--- src/rtl/jt51_wrq.sv ---
// Register-write queue for a JT51-style synthesizer: buffers {addr,data} pairs and
// replays each one as an address strobe, a gap, a data strobe, then waits for busy to drop.
module jt51_wrq #(
  parameter int DEPTH   = 8,
  parameter int SETTLE  = 4,
  parameter int TIMEOUT = 4095
) (
  input  logic                     clk,
  input  logic                     rst_n,
  input  logic                     cen_p1,
  input  logic                     wr_valid,
  output logic                     wr_ready,
  input  logic [7:0]               wr_addr,
  input  logic [7:0]               wr_data,
  input  logic                     flush,
  output logic                     cs_n,
  output logic                     wr_n,
  output logic                     a0,
  output logic [7:0]               din,
  input  logic                     busy_in,
  output logic [$clog2(DEPTH):0]   level,
  output logic                     idle,
  output logic                     tmo_err
);

  localparam int AW = $clog2(DEPTH);
  localparam int LW = AW + 1;
  localparam int SW = $clog2(SETTLE + 1);
  localparam int TW = $clog2(TIMEOUT + 1);

  localparam logic [LW-1:0] LVL_FULL  = LW'(DEPTH);
  localparam logic [SW-1:0] SET_LAST  = SW'(SETTLE - 1);
  localparam logic [TW-1:0] TMO_LAST  = TW'(TIMEOUT - 1);

  localparam logic [2:0] ST_IDLE   = 3'd0;
  localparam logic [2:0] ST_ADDR   = 3'd1;
  localparam logic [2:0] ST_GAP1   = 3'd2;
  localparam logic [2:0] ST_DATA   = 3'd3;
  localparam logic [2:0] ST_SETTLE = 3'd4;
  localparam logic [2:0] ST_WAITB  = 3'd5;

  // fsm_state is the observable FSM state for checkers
  logic [2:0]    fsm_state;
  logic [15:0]   mem [DEPTH];
  logic [AW-1:0] wr_ptr;
  logic [AW-1:0] rd_ptr;
  logic [7:0]    hold_data;
  logic [SW-1:0] set_cnt;
  logic [TW-1:0] tmo_cnt;
  logic          push;
  logic          pop;
  logic          strobe;

  // Host handshake: a write transfers on a rising clk edge where wr_valid and wr_ready
  // are both high; wr_ready depends only on level, so a same-cycle pop cannot unblock it.
  assign wr_ready = (level < LVL_FULL);
  assign push     = wr_valid && wr_ready && !flush;
  assign pop      = (fsm_state == ST_IDLE) && (level != '0) && !flush;
  assign strobe   = (fsm_state == ST_ADDR) || (fsm_state == ST_DATA);
  assign cs_n     = ~strobe;
  assign wr_n     = ~strobe;
  assign idle     = (level == '0) && (fsm_state == ST_IDLE);

  always_ff @(posedge clk) begin
    if (push) mem[wr_ptr] <= {wr_addr, wr_data};
  end

  always_ff @(posedge clk or negedge rst_n) begin
    if (!rst_n) begin
      wr_ptr <= '0;
      rd_ptr <= '0;
      level  <= '0;
    end else if (flush) begin
      rd_ptr <= wr_ptr;
      level  <= '0;
    end else begin
      if (push) wr_ptr <= wr_ptr + AW'(1);
      if (pop)  rd_ptr <= rd_ptr + AW'(1);
      if (push && !pop)      level <= level + LW'(1);
      else if (pop && !push) level <= level - LW'(1);
    end
  end

  // din/a0 are loaded on entry to each strobe state and otherwise hold their value
  always_ff @(posedge clk or negedge rst_n) begin
    if (!rst_n) begin
      fsm_state <= ST_IDLE;
      hold_data <= '0;
      din       <= '0;
      a0        <= 1'b0;
      set_cnt   <= '0;
      tmo_cnt   <= '0;
      tmo_err   <= 1'b0;
    end else begin
      case (fsm_state)
        ST_IDLE: begin
          if (pop) begin
            din       <= mem[rd_ptr][15:8];
            hold_data <= mem[rd_ptr][7:0];
            a0        <= 1'b0;
            fsm_state <= ST_ADDR;
          end
        end
        ST_ADDR: begin
          if (cen_p1) fsm_state <= ST_GAP1;
        end
        ST_GAP1: begin
          din       <= hold_data;
          a0        <= 1'b1;
          fsm_state <= ST_DATA;
        end
        ST_DATA: begin
          if (cen_p1) begin
            set_cnt   <= '0;
            fsm_state <= ST_SETTLE;
          end
        end
        ST_SETTLE: begin
          if (set_cnt == SET_LAST) begin
            tmo_cnt   <= '0;
            fsm_state <= ST_WAITB;
          end else begin
            set_cnt <= set_cnt + SW'(1);
          end
        end
        ST_WAITB: begin
          if (!busy_in) begin
            fsm_state <= ST_IDLE;
          end else if (tmo_cnt == TMO_LAST) begin
            tmo_err   <= 1'b1;
            fsm_state <= ST_IDLE;
          end else if (tmo_cnt != '1) begin
            tmo_cnt <= tmo_cnt + TW'(1);
          end
        end
        default: fsm_state <= ST_IDLE;
      endcase
    end
  end

endmodule

--- config.mk ---
export PLATFORM = sky130hd
export DESIGN_NAME = jt51_wrq
export DESIGN_NICKNAME = d
export VERILOG_FILES = /design/src/rtl/jt51_wrq.sv
export SDC_FILE = /design/constraint.sdc
export NUM_CORES = 1
export LEC_CHECK = 0
export CAP_MARGIN = 20
export CORE_MARGIN = 4
export CORE_UTILIZATION = 35
export DETAILED_ROUTE_END_ITERATION = 8
export GPL_TIMING_DRIVEN = 0
export SLEW_MARGIN = 5
export SYNTH_ARGS = -nofsm -noshare
export SYNTH_HDL_FRONTEND = slang
export SYNTH_SLANG_ARGS = --single-unit
--- constraint.sdc ---
create_clock -name clk -period 5.3 [get_ports clk]
set_input_delay 1.325 -clock clk [delete_from_list [all_inputs] [get_ports clk]]
set_output_delay 1.325 -clock clk [all_outputs]
set_load 0.005 [all_outputs]
; After elaboration in Yosys (flattened, before gate mapping)
; Memory sizes are Yosys's and may differ from the RTL's.
; Cells that the tools add are included.
[op_classes]
reduce_logical = 26
n_eq_ne = 17
n_bitwise = 2
n_lt_le_gt_ge = 1
addsub = 6
muxes = 26
[op_table]
columns = cell, count
row1 = 2-to-1 mux 12 bit, 4
row2 = 2-to-1 mux 3 bit, 10
row3 = case mux 12 bit (2 select lines), 1
row4 = case mux 3 bit (6 select lines), 1
row5 = "inequality test 2 bit, second input constant", 8
row6 = case mux 8 bit (2 select lines), 1
row7 = "adder 12 x 1 -> 12 bit, second input constant", 1
row8 = "== test 12 bit, second input constant", 1
row9 = 2-to-1 mux 4 bit, 3
row10 = "inequality test 12 bit, second input constant", 1
row11 = AND reduction 5 bit, 2
row12 = "adder 3 x 1 -> 3 bit, second input constant", 3
row13 = "== test 3 x 2 -> 1 bit, second input constant", 3
row14 = 2-to-1 mux 8 bit, 1
row15 = nonzero test 2 bit, 4
row16 = logical AND 1 bit, 7
row17 = "== test 3 bit, second input constant", 2
row18 = case mux 3 bit (2 select lines), 1
row19 = AND reduction 2 bit, 3
row20 = AND reduction 3 bit, 2
row21 = "adder 4 x 1 -> 4 bit, second input constant", 1
row22 = logical NOT 4 bit, 1
row23 = "< comparator 4 bit, second input constant", 1
row24 = nonzero test 4 bit, 1
row25 = 10 further kinds, 15
[totals]
mem_bits_rw = 128
memories = 1
register_bits = 46
output_inout_bits = 18
elab_cells = 89
[memory_table]
columns = name, depth, width, rd, rd_ports_with_merged_regs, write_ports, line_no
row1 = mem, 8, 16, 1, 0, 1, 44  ; logic [15:0] mem [DEPTH];

; Longest topological paths before layout
[logic_depth]
ltp_word = 8
ltp_mapped = 9
ltp_nobuf = 9

; Worst setup path before layout
; OpenSTA, ideal clock, no wires.
[synth_path]
path_type = input to register
start = input wr_valid
end = memory mem[2][0] (enable)
n_path_buf = 0
cell_stages = 4
required_ps = 4891
t_arrival_ps = 2924
slack_ps = 1966
path_cell_list = nand2_1 nor2_1 nand2_1 nor3_1
[synth_via]
elab_chain_len = 4
[synth_rtl]
columns = item, line_no
row1 = "start, declared", 11  ; input logic wr_valid,
row2 = logical AND 1 bit (2 in a row), 57  ; assign push = wr_valid && wr_ready && !flush;
row3 = 2-to-1 mux 1 bit, 65  ; if (push) mem[wr_ptr] <= {wr_addr, wr_data};
row4 = 2-to-1 mux 1 bit (implied by the code), 65
row5 = "end, declared", 44
; Every way passes these cells.

; Final worst setup path
[layout_path]
start = register level[3]
end = output idle
[layout_via]
elab_chain_len = 2
[layout_rtl]
columns = item, line_no
row1 = "start, declared", 21  ; output logic [$clog2(DEPTH):0] level,
row2 = "start signal, assigned", 79  ; if (push && !pop) level <= level + LW'(1);
row3 = "start signal, assigned", 80  ; else if (pop && !push) level <= level - LW'(1);
row4 = logical NOT 4 bit, 62  ; assign idle = (level == '0) && (fsm_state == ST_IDLE);
row5 = logical AND 1 bit, 62
row6 = "end, declared", 22  ; output logic idle,
; Every way passes these cells.

==> metrics.txt <==
Site Rows 52; relative area change from synthesis to final layout 21.3%; final design utilization 43.0%; CTS clk-pin slew, worst paths 0.07 ns; floorplan die area 0.0228 mm^2; yosys synthesis warning count 0; Avg WL per Cell 18.3 um; die span in y 151 um; source-to-sink clock delay at the later pin of the worst-skew pair 0.42 ns; register-to-register setup slack 2.76 ns; Die Width 151 um; CTS Root Buffer Type sky130_fd_sc_hd__clkbuf_16; share of Yosys cell area claimed by the top area cell type 53.7%; count of cell types in the netlist 44; maximum number of buffers from clock root to sink 2; count of unresolved DRC violations after routing 0; max-slew violation count 0; total power of the final layout 4.38 mW; final RePlAce weighted congestion 0.830; final setup skew 0.00715 ns; largest net degree at the start of global routing 30; RSZ-0062 raised after global routing no; biggest cell delay along the critical path 0.49 ns; CP Capture Type output port; min-delay src tmo_err$_DFFE_PN0P_; ANT nets after route 0; ratio of cells with drive above 1 in the final layout 20.0%; master of the slowest instance on the critical path sky130_fd_sc_hd__nor4_4; top-level I/O count 40; power density over the cells 505 mW/mm^2; Clock H-tree levels 4; final period utilization 64.6%; arrival time of the worst setup path 2.10 ns; finished layout cell area 0.00868 mm^2; Post-Layout Cell Count 779; CTS sink count 174; Mapped Nets 457; sequential element share of the synthesized area 69.8%; worst-case hold slack 0.464 ns; Final Net Count 527; via count of the first global-routing pass 4010; Core Footprint 0.0202 mm^2; count of input and output buffers 39; Placed Instance Area 0.00807 mm^2; via total after detailed routing 3900; antenna cell count 0; critical path, cell by cell nor4_4 -> and3_1 -> clkdlybuf4s50_1; worst reg-to-reg path cell count 7; Avg Cell Area, Syn 16.8 um^2; top library cells by usage in the layout, fill and taps aside 128 x sky130_fd_sc_hd__edfxtp_1, 46 x sky130_fd_sc_hd__dfrtp_1, 38 x sky130_fd_sc_hd__clkdlybuf4s50_1; Final setup viols 0; sort of element at the start of the critical path register; crit path setup slack, layout 1.88 ns; Seq. cell area 0.00499 mm^2; worst voltage drop across the vdd grid 307 uV; starting utilization of the core area 35.5%; number of antenna violations at the first check in global routing 0; post-CTS setup buffer count 0; estimated wirelength of the detail-placed design 9690 um; number of hold-repair buffers added at the cts stage 0; Cell Area, Synth 0.00715 mm^2; worst hold path depth 1; wirelength, routed 14200 um; cells taking the most area after synthesis sky130_fd_sc_hd__edfxtp_1 54%, sky130_fd_sc_hd__dfrtp_1 16%, sky130_fd_sc_hd__mux4_2 10%, sky130_fd_sc_hd__mux2i_1 2.5%, sky130_fd_sc_hd__nor2_1 1.8%; library cell occupying the most area in the post-synthesis netlist sky130_fd_sc_hd__edfxtp_1; post-route minimum period 3.42 ns; total iterations of the first detailed-routing run 4; synthesized instance count 426; highest net fanout along the worst path 6; Cells after DPL 746; pre-CTS setup slack 1.47 ns; hold path endpoint tmo_err$_DFFE_PN0P_; area of combinational cells with multiple inputs 0.00206 mm^2; result of the run complete, no violations; violation count after the first detailed-routing iteration 308; max_slew headroom 32.9%; TritonCTS clock tree yes; achievable frequency 292 MHz; number of clock buffers inserted by TritonCTS 17; Req. time, crit path 3.97 ns; total congestion overflow after global routing 0; Worst Max-Slew Pin Slew 1.01 ns; most common library cell in the layout ignoring fill and taps sky130_fd_sc_hd__edfxtp_1; standby leakage power 3.06 nW; cells resized by post-CTS repair 0; class of the most critical hold timing path register to register; type of the setup path with the least slack register to output port; DR vias/cell 5.01; wire length of the first global-routing pass 22600 um; terminus of the critical flop-to-flop path mem[2][15]$_DFFE_PP_; Max Cap Viol 0; setup_tns 0 ns; final hold violation count 0; Seq cells post-synth 174; total track usage 13.4%; launch instance of the worst register-to-register path level[3]$_DFFE_PN0P_; fillers 1808
-- sequential cells by signal, indices dropped and copies added (netlist names) --
name / cells
tmo_cnt: 12
rd_ptr: 3
level: 4
tmo_err: 1
a0: 1
hold_data: 8
set_cnt: 3
mem: 128
din: 8
wr_ptr: 3
fsm_state: 3
-- cells by family (layout without fill, tap and decap cells) --
logic type | count (synthesis) | in the layout | share of synthesized area [%]
buf+inv | 28 | 111 | 1.73
fa+ha+maj | 9 | 9 | 1.68
xor+xnor | 17 | 17 | 2.08
compound gates | 58 | 58 | 5.70
simple gates | 87 | 87 | 5.93
mux | 53 | 53 | 13.1
flops | 174 | 174 | 69.8
-- final cells by class --
| class | count | area share, % |
|---|---|---|
| Sequential cell | 174 | 57.5 |
| Buffer | 18 | 0.995 |
| Clock buffer | 18 | 4.94 |
| Clock inverter | 14 | 2.06 |
| Timing Repair Buffer | 51 | 6.40 |
| Inverter | 10 | 0.432 |
| Tap cell | 270 | 3.89 |
| Multi-Input combinational cell | 224 | 23.7 |
-- metal layers --
layer / GRT usage (%) / share of wire (%) / vias to the layer above
met1: 19.1 / 48 / 2013
met2: 20.5 / 47 / 78
met4: 3.67 / 0.90 / 0
met3: 3.47 / 4.5 / 13
li1: - / - / 1796
met5: 0 / 0 / -
-- worst max-delay path by stage --
stage / startpoint / slack, ns / end
floorplan: wr_valid / 1.97 / mem[2][0]$_DFFE_PP_
global placement: wr_valid / -0.04 / mem[2][13]$_DFFE_PP_
detailed placement: wr_valid / 1.47 / mem[2][12]$_DFFE_PP_
CTS: level[3]$_DFFE_PN0P_ / 1.84 / idle
global route: wr_valid / 1.73 / mem[2][14]$_DFFE_PP_
finish: level[3]$_DFFE_PN0P_ / 1.88 / idle
-- critical path, delay by kind of cell, from the launching register on --
kind	cells	cell delay [ns]
buf+inv	1	0.49
simple gates	2	0.72
flops	1	0.45
-- cells in the mapped netlist --
master                      number
sky130_fd_sc_hd__edfxtp_1      128
sky130_fd_sc_hd__dfrtp_1        46
sky130_fd_sc_hd__nor2_1         35
sky130_fd_sc_hd__mux4_2         32
sky130_fd_sc_hd__nand2_1        19
sky130_fd_sc_hd__mux2i_1        18
sky130_fd_sc_hd__o21ai_0        16
sky130_fd_sc_hd__a21oi_1        14
sky130_fd_sc_hd__xnor2_1        14
sky130_fd_sc_hd__inv_1          10
sky130_fd_sc_hd__nand3_1        10
sky130_fd_sc_hd__a22oi_1         8
sky130_fd_sc_hd__ha_1            8
sky130_fd_sc_hd__clkbuf_1        7
sky130_fd_sc_hd__a21o_1          6
sky130_fd_sc_hd__buf_2           6
sky130_fd_sc_hd__and3_1          5
sky130_fd_sc_hd__a2111oi_2       3
sky130_fd_sc_hd__a211oi_1        3
sky130_fd_sc_hd__buf_1           3
sky130_fd_sc_hd__mux2_2          3
sky130_fd_sc_hd__nand4_1         3
sky130_fd_sc_hd__nor3_1          3
sky130_fd_sc_hd__xor2_1          3
sky130_fd_sc_hd__a22o_1          2
sky130_fd_sc_hd__nand2b_1        2
sky130_fd_sc_hd__or3_1           2
sky130_fd_sc_hd__a2111oi_4       1
sky130_fd_sc_hd__a31oi_1         1
sky130_fd_sc_hd__a41o_1          1
sky130_fd_sc_hd__a41oi_1         1
sky130_fd_sc_hd__and2b_1         1
sky130_fd_sc_hd__and3b_4         1
sky130_fd_sc_hd__and4_1          1
sky130_fd_sc_hd__buf_4           1
sky130_fd_sc_hd__buf_6           1
sky130_fd_sc_hd__fa_1            1
sky130_fd_sc_hd__nand3b_1        1
sky130_fd_sc_hd__nor2_2          1
sky130_fd_sc_hd__nor3_2          1
sky130_fd_sc_hd__nor3b_1         1
sky130_fd_sc_hd__nor4_4          1
sky130_fd_sc_hd__o211ai_1        1
sky130_fd_sc_hd__o21a_1          1
-- where the power goes --
part / switching [mW] / internal (mW) / total, mW
sequential: 0.143 / 1.68 / 1.82
combinational: 0.646 / 0.631 / 1.28
clock: 0.531 / 0.753 / 1.28
Power figures use the tool's default switching activity.
